[config.mk]
export PLATFORM = sky130hd
export DESIGN_NAME = aperture_table
export DESIGN_NICKNAME = d
export VERILOG_FILES = /design/src/rtl/aperture_pkg.sv /design/src/rtl/aperture_match.sv /design/src/rtl/aperture_table.sv
export SDC_FILE = /design/constraint.sdc
export NUM_CORES = 2
export LEC_CHECK = 0
export ABC_CLOCK_PERIOD_IN_PS = 13800
export CAP_MARGIN = 15
export CORE_UTILIZATION = 45
export CTS_BUF_LIST = sky130_fd_sc_hd__clkbuf_16
export DETAILED_ROUTE_END_ITERATION = 8
export GPL_TIMING_DRIVEN = 0
export PLACE_DENSITY = 0.7
export SLEW_MARGIN = 15
export SYNTH_ARGS = -nofsm -noshare
export SYNTH_HDL_FRONTEND = slang
export SYNTH_SLANG_ARGS = --single-unit
[constraint.sdc]
create_clock -name clk200 -period 13.8 [get_ports clk200]
set_input_delay 2.07 -clock clk200 [delete_from_list [all_inputs] [get_ports clk200]]
set_output_delay 2.07 -clock clk200 [all_outputs]
set_load 0.05 [all_outputs]
[src/rtl/aperture_pkg.sv]
// Shared types and constants for the aperture translation table.
// The 2D addressing fields exist only when APERTURE_2D_EN is defined.
package aperture_pkg;

    localparam int NUM_DESC = 16;
    localparam int IDX_W    = 4;

    localparam logic [3:0] DESC_BASE   = 4'd0;
    localparam logic [3:0] DESC_PAGE   = 4'd4;
    localparam logic [3:0] DESC_NPAGES = 4'd5;
    localparam logic [3:0] DESC_STRIDE = 4'd6;
    localparam logic [3:0] DESC_X      = 4'd7;
    localparam logic [3:0] DESC_Y      = 4'd9;
    localparam logic [3:0] DESC_WIDTH  = 4'd11;
    localparam logic [3:0] DESC_HEIGHT = 4'd13;
    localparam logic [3:0] DESC_FLAGS  = 4'd15;

    localparam int FLAG_EN = 0;
    localparam int FLAG_2D = 1;

    typedef struct packed {
        logic [31:0] base;
        logic [7:0]  page;
        logic [7:0]  npages;
        logic        en;
`ifdef APERTURE_2D_EN
        logic        mode2d;
        logic [7:0]  stride;
        logic [15:0] x;
        logic [15:0] y;
        logic [15:0] width;
        logic [15:0] height;
`endif
    } desc_t;

    typedef enum logic [1:0] {
        ST_IDLE = 2'd0,
        ST_LOAD = 2'd1,
        ST_DONE = 2'd2
    } state_t;

    // Merge one little-endian descriptor byte into the cached fields.
    function automatic desc_t put_byte(input desc_t d, input logic [3:0] off, input logic [7:0] b);
        desc_t r;
        r = d;
        case (off)
            DESC_BASE:          r.base[7:0]   = b;
            DESC_BASE + 4'd1:   r.base[15:8]  = b;
            DESC_BASE + 4'd2:   r.base[23:16] = b;
            DESC_BASE + 4'd3:   r.base[31:24] = b;
            DESC_PAGE:          r.page        = b;
            DESC_NPAGES:        r.npages      = b;
`ifdef APERTURE_2D_EN
            DESC_STRIDE:        r.stride        = b;
            DESC_X:             r.x[7:0]        = b;
            DESC_X + 4'd1:      r.x[15:8]       = b;
            DESC_Y:             r.y[7:0]        = b;
            DESC_Y + 4'd1:      r.y[15:8]       = b;
            DESC_WIDTH:         r.width[7:0]    = b;
            DESC_WIDTH + 4'd1:  r.width[15:8]   = b;
            DESC_HEIGHT:        r.height[7:0]   = b;
            DESC_HEIGHT + 4'd1: r.height[15:8]  = b;
            DESC_FLAGS: begin
                r.en     = b[FLAG_EN];
                r.mode2d = b[FLAG_2D];
            end
`else
            DESC_FLAGS:         r.en = b[FLAG_EN];
`endif
            default:            r = d;
        endcase
        return r;
    endfunction

endpackage

[src/rtl/aperture_match.sv]
// One descriptor's page-range compare and window offset.
// Honours the 2D column/row bounds when APERTURE_2D_EN is defined.
module aperture_match (
    input  logic [15:0] addr_i,
    input  logic        en_i,
    input  logic [7:0]  page_i,
    input  logic [7:0]  npages_i,
`ifdef APERTURE_2D_EN
    input  logic        mode2d_i,
    input  logic [15:0] width_i,
    input  logic [15:0] height_i,
`endif
    output logic        hit_o,
    output logic [15:0] off_o
);
    import aperture_pkg::*;

    logic [8:0] limit_s;
    logic       in_range_s;

    // Upper bound is formed in 9 bits so a window near $FF never wraps to page 0.
    always_comb begin
        limit_s    = {1'b0, page_i} + {1'b0, npages_i};
        in_range_s = en_i && (npages_i != 8'd0) && (addr_i[15:8] >= page_i)
                     && ({1'b0, addr_i[15:8]} < limit_s);
        off_o      = addr_i - {page_i, 8'h00};
`ifdef APERTURE_2D_EN
        if (mode2d_i) begin
            hit_o = in_range_s && ({8'h00, off_o[7:0]} < width_i)
                    && ({8'h00, off_o[15:8]} < height_i);
        end else begin
            hit_o = in_range_s;
        end
`else
        hit_o = in_range_s;
`endif
    end

endmodule

[src/rtl/aperture_table.sv]
// Descriptor cache loaded from the config RAM plus a 2-stage first-match address translator.
// Optional 2D aperture mode is enabled by defining APERTURE_2D_EN.
module aperture_table #(
    parameter int NUM_DESC = 16,
    parameter int SDRAM_AW = 32
) (
    input  logic                clk200,
    input  logic                rst,
    input  logic                reload,
    output logic [8:0]          ram_addr,
    input  logic [7:0]          ram_rdata,
    output logic                busy,
    output logic                loaded,
    input  logic                lk_valid,
    input  logic [15:0]         lk_addr,
    output logic                lk_done,
    output logic                lk_hit,
    output logic [3:0]          lk_idx,
    output logic [SDRAM_AW-1:0] lk_sdram
);
    import aperture_pkg::*;

    state_t      state_q;
    logic [8:0]  lcnt_q;
    logic [8:0]  ram_addr_q;
    logic        busy_q;
    logic        loaded_q;
    desc_t       desc_q [NUM_DESC];
    logic [7:0]  cap_s;

    logic [NUM_DESC-1:0] hit_vec_s;
    logic [15:0]         off_s [NUM_DESC];
    logic                win_hit_s;
    logic [3:0]          win_idx_s;
    logic [15:0]         win_off_s;

    logic                v1_q;
    logic                hit1_q;
    logic [3:0]          idx1_q;
    logic [15:0]         off1_q;
    desc_t               sel_s;
    logic [SDRAM_AW-1:0] sdram_d;

    logic                lk_done_q;
    logic                lk_hit_q;
    logic [3:0]          lk_idx_q;
    logic [SDRAM_AW-1:0] lk_sdram_q;

    // RAM data lags the presented address by one cycle, so capture the byte for lcnt-1.
    assign cap_s = lcnt_q[7:0] - 8'd1;

    // Load sequencer: walks the descriptor page and fills the cache.
    always_ff @(posedge clk200) begin
        if (rst) begin
            state_q    <= ST_IDLE;
            lcnt_q     <= 9'd0;
            ram_addr_q <= 9'd0;
            busy_q     <= 1'b0;
            loaded_q   <= 1'b0;
            for (int i = 0; i < NUM_DESC; i++) begin
                desc_q[i] <= '0;
            end
        end else if (reload) begin
            state_q    <= ST_LOAD;
            lcnt_q     <= 9'd0;
            ram_addr_q <= 9'd0;
            busy_q     <= 1'b1;
            loaded_q   <= 1'b0;
        end else begin
            case (state_q)
                ST_LOAD: begin
                    lcnt_q <= lcnt_q + 9'd1;
                    if (ram_addr_q != 9'd255) begin
                        ram_addr_q <= ram_addr_q + 9'd1;
                    end
                    if (lcnt_q != 9'd0) begin
                        desc_q[cap_s[7:4]] <= put_byte(desc_q[cap_s[7:4]], cap_s[3:0], ram_rdata);
                    end
                    if (lcnt_q == 9'd256) begin
                        state_q    <= ST_DONE;
                        busy_q     <= 1'b0;
                        loaded_q   <= 1'b1;
                        ram_addr_q <= 9'd0;
                    end
                end
                ST_DONE: state_q <= ST_IDLE;
                default: state_q <= ST_IDLE;
            endcase
        end
    end

    for (genvar g = 0; g < NUM_DESC; g++) begin : g_match
        aperture_match u_match (
            .addr_i   (lk_addr),
            .en_i     (desc_q[g].en),
            .page_i   (desc_q[g].page),
            .npages_i (desc_q[g].npages),
`ifdef APERTURE_2D_EN
            .mode2d_i (desc_q[g].mode2d),
            .width_i  (desc_q[g].width),
            .height_i (desc_q[g].height),
`endif
            .hit_o    (hit_vec_s[g]),
            .off_o    (off_s[g])
        );
    end

    // Priority select: scanning downward leaves the lowest matching index.
    always_comb begin
        win_hit_s = 1'b0;
        win_idx_s = 4'd0;
        win_off_s = 16'd0;
        for (int i = NUM_DESC - 1; i >= 0; i--) begin
            if (hit_vec_s[i]) begin
                win_hit_s = 1'b1;
                win_idx_s = i[3:0];
                win_off_s = off_s[i];
            end else begin
                win_hit_s = win_hit_s;
            end
        end
    end

    // Stage-2 address arithmetic for the registered winner.
    always_comb begin
        sel_s = desc_q[idx1_q];
`ifdef APERTURE_2D_EN
        if (sel_s.mode2d) begin
            sdram_d = SDRAM_AW'(sel_s.base)
                    + SDRAM_AW'({({8'd0, ({1'b0, sel_s.y} + {9'd0, off1_q[15:8]})}
                                  * {17'd0, sel_s.stride}), 8'h00})
                    + SDRAM_AW'(sel_s.x) + SDRAM_AW'(off1_q[7:0]);
        end else begin
            sdram_d = SDRAM_AW'(sel_s.base) + SDRAM_AW'(off1_q);
        end
`else
        sdram_d = SDRAM_AW'(sel_s.base) + SDRAM_AW'(off1_q);
`endif
    end

    // Lookup pipeline; results hold between strobes.
    always_ff @(posedge clk200) begin
        if (rst) begin
            v1_q       <= 1'b0;
            hit1_q     <= 1'b0;
            idx1_q     <= 4'd0;
            off1_q     <= 16'd0;
            lk_done_q  <= 1'b0;
            lk_hit_q   <= 1'b0;
            lk_idx_q   <= 4'd0;
            lk_sdram_q <= '0;
        end else begin
            v1_q      <= lk_valid;
            hit1_q    <= lk_valid & loaded_q & win_hit_s;
            idx1_q    <= (loaded_q & win_hit_s) ? win_idx_s : 4'd0;
            off1_q    <= win_off_s;
            lk_done_q <= v1_q;
            if (v1_q) begin
                lk_hit_q   <= hit1_q;
                lk_idx_q   <= hit1_q ? idx1_q : 4'd0;
                lk_sdram_q <= hit1_q ? sdram_d : '0;
            end
        end
    end

    assign ram_addr = ram_addr_q;
    assign busy     = busy_q;
    assign loaded   = loaded_q;
    assign lk_done  = lk_done_q;
    assign lk_hit   = lk_hit_q;
    assign lk_idx   = lk_idx_q;
    assign lk_sdram = lk_sdram_q;

endmodule

### Yosys cells after proc, flatten, opt, wreduce, memory -nomap -nowiden

Memory sizes are Yosys's and may differ from the RTL's.
Index checks and enable logic that the tools add are counted.

| storage, ports and cells | value |
|---|---|
| flip-flop bits (word level) | 82 |
| memories kept | 1 |
| input port bits | 28 |
| RAM bits | 784 |
| logic and storage cells | 296 |

| cells by class | value |
|---|---|
| bitwise logic cells | 5 |
| multiplexer cells | 102 |
| add/subtract/negate cells | 36 |
| eq/ne operators | 17 |
| order comparisons | 32 |
| reduce and logical (&&, ||, !) cells | 86 |

Memories:

| name | words | bits a word | read ports | clocked after Yosys merged registers in | write ports | line | source |
|---|---|---|---|---|---|---|---|
| desc_q | 16 | 49 | 17 | 0 | 16 | aperture_table.sv:28 | `desc_t desc_q [NUM_DESC];` |

Operators with widths:

| operator | count |
|---|---|
| 2-to-1 mux 16 bit | 16 |
| subtractor 16 bit | 16 |
| 2-to-1 mux 8 bit | 30 |
| adder 8 x 8 -> 9 bit | 16 |
| < comparator 8 x 9 -> 1 bit | 16 |
| >= comparator 8 bit | 16 |
| nonzero test 8 bit | 16 |
| 2-to-1 mux 49 bit | 1 |
| OR reduction 49 bit | 1 |
| logical AND 1 bit | 48 |
| 2-to-1 mux 4 bit | 10 |
| 2-to-1 mux 1 bit | 35 |
| inequality test 5 bit, second input constant | 7 |
| adder 32 x 16 -> 32 bit | 1 |
| 2-to-1 mux 32 bit | 1 |
| AND reduction 2 bit | 10 |
| adder 9 x 1 -> 9 bit, second input constant | 2 |
| 2-to-1 mux 9 bit | 2 |
| 2-to-1 mux 3 bit | 4 |
| OR reduction 10 bit | 1 |
| == test 9 bit, second input constant | 1 |
| inequality test 9 x 8 -> 1 bit, second input constant | 1 |
| nonzero test 9 bit | 1 |
| == test 4 x 2 -> 1 bit, second input constant | 2 |
| other kinds (16) | 24 |

### Longest topological paths before layout

An unclocked memory read counts as a cell.

| depth | value |
|---|---|
| word-level depth | 24 |
| mapped depth | 21 |
| gate-level depth less buffers | 19 |

### Cells and area by module

Synthesis repeated with hierarchy kept, for this count alone.

| unflattened totals | value |
|---|---|
| cells, all modules | 4734 |
| area total of the unflattened synthesis | 54076.9 µm² |

By module, submodules not included:

| module | instances | area an instance (µm²) | cells each | sequential area each (µm²) |
|---|---|---|---|---|
| aperture_table | 1 | 39729.4 | 2898 | 25184.2 |
| aperture_match at g_match[11].u_match ... | 13 | 894.6 | 114 | 0.0 |
| aperture_match at g_match[0].u_match ... | 3 | 905.9 | 118 | 0.0 |

### Worst setup path before layout

OpenSTA, ideal clock, no wires.

| timing | value |
|---|---|
| path kind | input to register |
| start point | in lk_addr[8] |
| end point | reg off1_q[14] |
| arrival | 5.196 ns |
| slack | 8.534 ns |
| required time | 13.730 ns |
| library setup time | 0.070 ns |
| cell stages on the path | 14 |
| path through | clkbuf_1 inv_1 ha_1 fa_1 nand2b_1 a21oi_1 o221ai_1 a221o_1 a31oi_1 buf_2 nor2_1 a221oi_1 nand2_1 a21oi_1 |

| on the way | value |
|---|---|
| longest elaborated chain between the ends | 19 |
| elaborated cells on any way between the ends | 96 |
| those cells by class | 16 x add/sub; 32 x order compare; 16 x mux; 32 x reduce/logical |

Ends and longest elaborated chain:

| item | line | source |
|---|---|---|
| start, declared | aperture_table.sv:15 | `input logic [15:0] lk_addr,` |
| parallel branches: the longest is 18 deep, another holds subtractor 16 bit | - |  |
| 2-to-1 mux 16 bit * | aperture_table.sv:114 | `if (hit_vec_s[i]) begin` |
| end signal, assigned | aperture_table.sv:156 | `off1_q <= win_off_s;` |
| end, declared | aperture_table.sv:40 | `logic [15:0] off1_q;` |

Every way passes the cells marked *.
A chain may end at the register's enable or synchronous reset.

### Worst setup path after layout

| timing | value |
|---|---|
| start point | reg idx1_q[1] |
| end point | reg lk_sdram_q[31], in the netlist lk_sdram[31] |

| on the way | value |
|---|---|
| longest elaborated chain between the ends | 3 |

Ends and longest elaborated chain:

| item | line | source |
|---|---|---|
| start, declared | aperture_table.sv:39 | `logic [3:0] idx1_q;` |
| start signal, assigned | aperture_table.sv:155 | `idx1_q <= (loaded_q & win_hit_s) ? win_idx_s : 4'd0;` |
| memory read (16 x 49 bit) | - |  |
| adder 32 x 16 -> 32 bit | aperture_table.sv:137 | `sdram_d = SDRAM_AW'(sel_s.base) + SDRAM_AW'(off1_q);` |
| 2-to-1 mux 32 bit | aperture_table.sv:161 | `lk_sdram_q <= hit1_q ? sdram_d : '0;` |
| end signal, assigned | aperture_table.sv:161 |  |
| end, declared | aperture_table.sv:47 | `logic [SDRAM_AW-1:0] lk_sdram_q;` |

Every way passes these cells.

==> metrics.md <==
| Metric | Value |
|---|---|
| Min Hold Slack | 0.4482 ns |
| Total gr overflow | 0 |
| DRT Pass-1 Iters | 8 |
| Post-CTS Hold Fix Bufs | 0 |
| Vias in the first global route | 36,190 |
| Core Area | about 0.11 mm² |
| Post-DP Area | 0.05450 mm² |
| Syn Inst Count | 4,459 |
| Max-slew violation count | 0 |
| Unique cell type count in the Yosys netlist | 91 |
| Fin. Hold Viols | 0 |
| Nets | 5,085 |
| Clk sink count | roughly 870 |
| Fillers | around 10,000 |
| Post-synthesis register bit count | approximately 870 |
| Failing checks | design-rule violations |
| Pwr Total | between 6 and 7 mW |
| Worst Tran Pin Value | 1.388 ns |
| Post-synth ARST share | 0 |
| Row count | around 120 |
| Slew margin rel. | 0.07449 |
| Routability congestion estimate | roughly 1.0 |
| IO buf count | a little under 70 |
| CP arrival | around 8.3 ns |
| PD cells | ~110 mW/mm² |
| Hold path start | lk_sdram[27]$_SDFFE_PP0P_ |
| Vias/cell | between 6 and 7 |
| Max-cap violations | 0 |
| Root buf cell | clkbuf_16 |
| GR Util All Layers | 0.2923 |
| DRT iter0 DRCs | just over 5,000 |
| Layout cell share with drive strength beyond 1 | 0.07844 |
| Final worst path period share | 0.5570 |
| Die Width | about 340 µm |
| Final HPWL from detailed placement | 127,900 µm |
| RSZ-0062 raised after global routing | false |
| CTS-repair resized insts | 0 |
| Hold depth | 2 |
| Post-CTS setup buffer count | 0 |
| Crit path max fanout | 10 |
| Lkg Pwr | approximately 22 nW |
| Status | finished, violations left |
| Pin count of the biggest net entering global routing | 35 |
| Most frequent cells in the layout | 791 x and2_1, 784 x edfxtp_1, 391 x ha_1, 282 x nor2_1, 222 x inv_1 |
| TritonCTS clock tree | yes |
| Reg2reg setup slack | between 6 and 7 ns |
| Initial antenna violation count | 33 |
| Layout Utilization | 0.5029 |
| Most common cell after layout, fill and taps aside | and2_1 |
| Top FF cell, synth | edfxtp_1 |
| Via Count | roughly 38,000 |
| Fin Setup TNS | 0 ns |
| Maximum root-to-sink buffer count | 3 |
| Worst EP required | around 14 ns |
| Final min period | 7.686 ns |
| Wirelength per Cell | around 28 µm |
| Peak supply drop | 133.4 µV |
| Worst reg2reg startpoint | idx1_q[1]$_SDFF_PP0_ |
| Endpoint class of the critical path | register |
| First-pass GRT wire length | approximately 250,000 µm |
| # IOs | 77 |
| Worst-Skew Late Latency | roughly 0.71 ns |
| Die height | around 340 µm |
| Register-to-Register Path Depth | 20 |
| Mapped Area | 0.05181 mm² |
| Syn_area_per_cell | roughly 12 µm² |
| Final setup viols | 0 |
| Final WL | ~170,000 µm |
| Htree depth | 3 |
| Final setup skew | between 0.05 and 0.06 ns |
| Die ar. | around 0.12 mm² |
| Clock transition at the registers of the reported paths | roughly 0.06 ns |
| Starting Density | 0.4537 |
| Upper clock frequency limit | ~0.13 GHz |
| DRC | 3 |
| Synth-to-layout area growth | 10.84% |
| Num CTS Buffers | 91 |
| HP Class | reg -> reg |
| YS warnings | 0 |
| Post-synth EDFFs | a little under 800 |
| Design area | roughly 0.057 mm² |
| CP startpoint | idx1_q[1]$_SDFF_PP0_ |
| Fraction of the yosys area taken by sequential cells | 0.4861 |
| Post-Syn Nets | 4,911 |
| Critical setup path kind | reg -> reg |
| Post-detailed-route count of antenna-violating nets | 0 |
| CP startpoint kind | register |
## sequential cells by signal (all words and copies together) (netlist names)
register / cells
ram_addr: 9
desc_q: 784
state_q: 2
busy: 1
lcnt_q: 9
hit1_q: 1
lk_sdram: 32
v1_q: 1
lk_done: 1
off1_q: 16
lk_hit: 1
loaded: 1
idx1_q: 4
lk_idx: 4
## critical path: stages, from the launching register on
cell and delay [ns]:
dfxtp_1 0.43, buf_2 0.31, buf_2 0.38, buf_4 0.30, buf_2 0.33, buf_2 0.43, buf_2 0.39, clkbuf_1 0.64
mux4_2 0.46, mux4_2 0.62, ha_1 0.32, a21o_1 0.15, a21oi_1 0.21, nor2b_1 0.09, o41a_1 0.40, a211oi_1 0.43
nor3_1 0.18, a2111oi_4 0.96, nand3b_1 0.22, xor2_1 0.17, o21ai_1 0.08
## Yosys cell counts, drive strengths merged (7+ instances only)
library cell,n,area share
nand3,41,0.0040
nand2,138,0.010
o221ai,7,0.0012
o41ai,8,0.0015
o31ai,10,0.0015
xnor2,124,0.021
ha,391,0.094
inv,202,0.015
a21o,51,0.0074
o31a,8,0.0014
nor2b,56,0.0068
fa,33,0.013
and3,12,0.0014
a21boi,9,0.0013
o21ai,292,0.028
o2111ai,9,0.0015
mux4,160,0.071
nand4,21,0.0025
a2111oi,11,0.0022
nand2b,44,0.0053
edfxtp,784,0.45
xor2,81,0.014
o22ai,14,0.0017
or4,8,0.0012
or3,24,0.0029
a211o,8,0.0014
a221oi,7,0.0012
dfxtp,82,0.032
a211oi,31,0.0047
a21oi,198,0.019
a22oi,19,0.0028
buf,37,0.0042
nor3,41,0.0040
o21bai,49,0.0071
nor4,36,0.0048
o21a,30,0.0043
a31oi,21,0.0027
clkbuf,163,0.012
o211ai,27,0.0039
or2,18,0.0022
and2,793,0.096
nor2,282,0.020
## area by class of cell
type	instances	area (µm²)	share of cell area
inverters	203	762.0	0.01327
diodes	12	30.03	0.0005229
multi-input cells	3190	25040	0.4360
flip-flops and latches	866	25180	0.4385
repair buffers	81	817.0	0.01423
clock inverters	73	580.6	0.01011
clock buffers	91	2277	0.03965
plain buffers	200	847.1	0.01475
well taps	1512	1892	0.03294
## logic make-up after synthesis
| family | Yosys count | share of synthesized area |
|---|---|---|
| adders and majority gates | 424 | 0.1072 |
| DFF | 866 | 0.4861 |
| xor gates and xnor gates | 205 | 0.03465 |
| buffers and inverters | 403 | 0.03072 |
| muxes | 169 | 0.07281 |
| AOI/OAI and AO/OA | 861 | 0.1047 |
| and+or+nand+nor | 1531 | 0.1638 |
## path summary, 6_finish.rpt
path | to
max | lk_sdram[31]$_SDFFE_PP0P_
max reg2reg | lk_sdram[31]$_SDFFE_PP0P_
min reg2reg | lk_sdram[27]$_SDFFE_PP0P_
min | lk_sdram[27]$_SDFFE_PP0P_
## through the flow
step / instances / worst slack (ns)
finish: 6228 / 6.114
global route: 6217 / 5.791
CTS: 6210 / 6.198
detailed placement: 6046 / 5.687
global placement: 6039 / 3.276
floorplan: 4459 / 8.534
## report_power, final
part	internal (mW)	switching, mW	leakage, nW	total, mW
Clock	1.30	1.10	1.48	2.40
Combinational	0.303	0.593	11.7	0.895
Sequential	2.94	0.0440	8.75	2.98
## per-layer routing
metal	track usage	vias to the layer above	wire length, µm
met5	0	-	175
met4	0.1292	26	8679
met3	0.08367	443	21320
met2	0.4500	2320	76190
met1	0.3836	18650	66270
li1	-	16700	-
No activity file was read; power rests on OpenSTA's default activity.
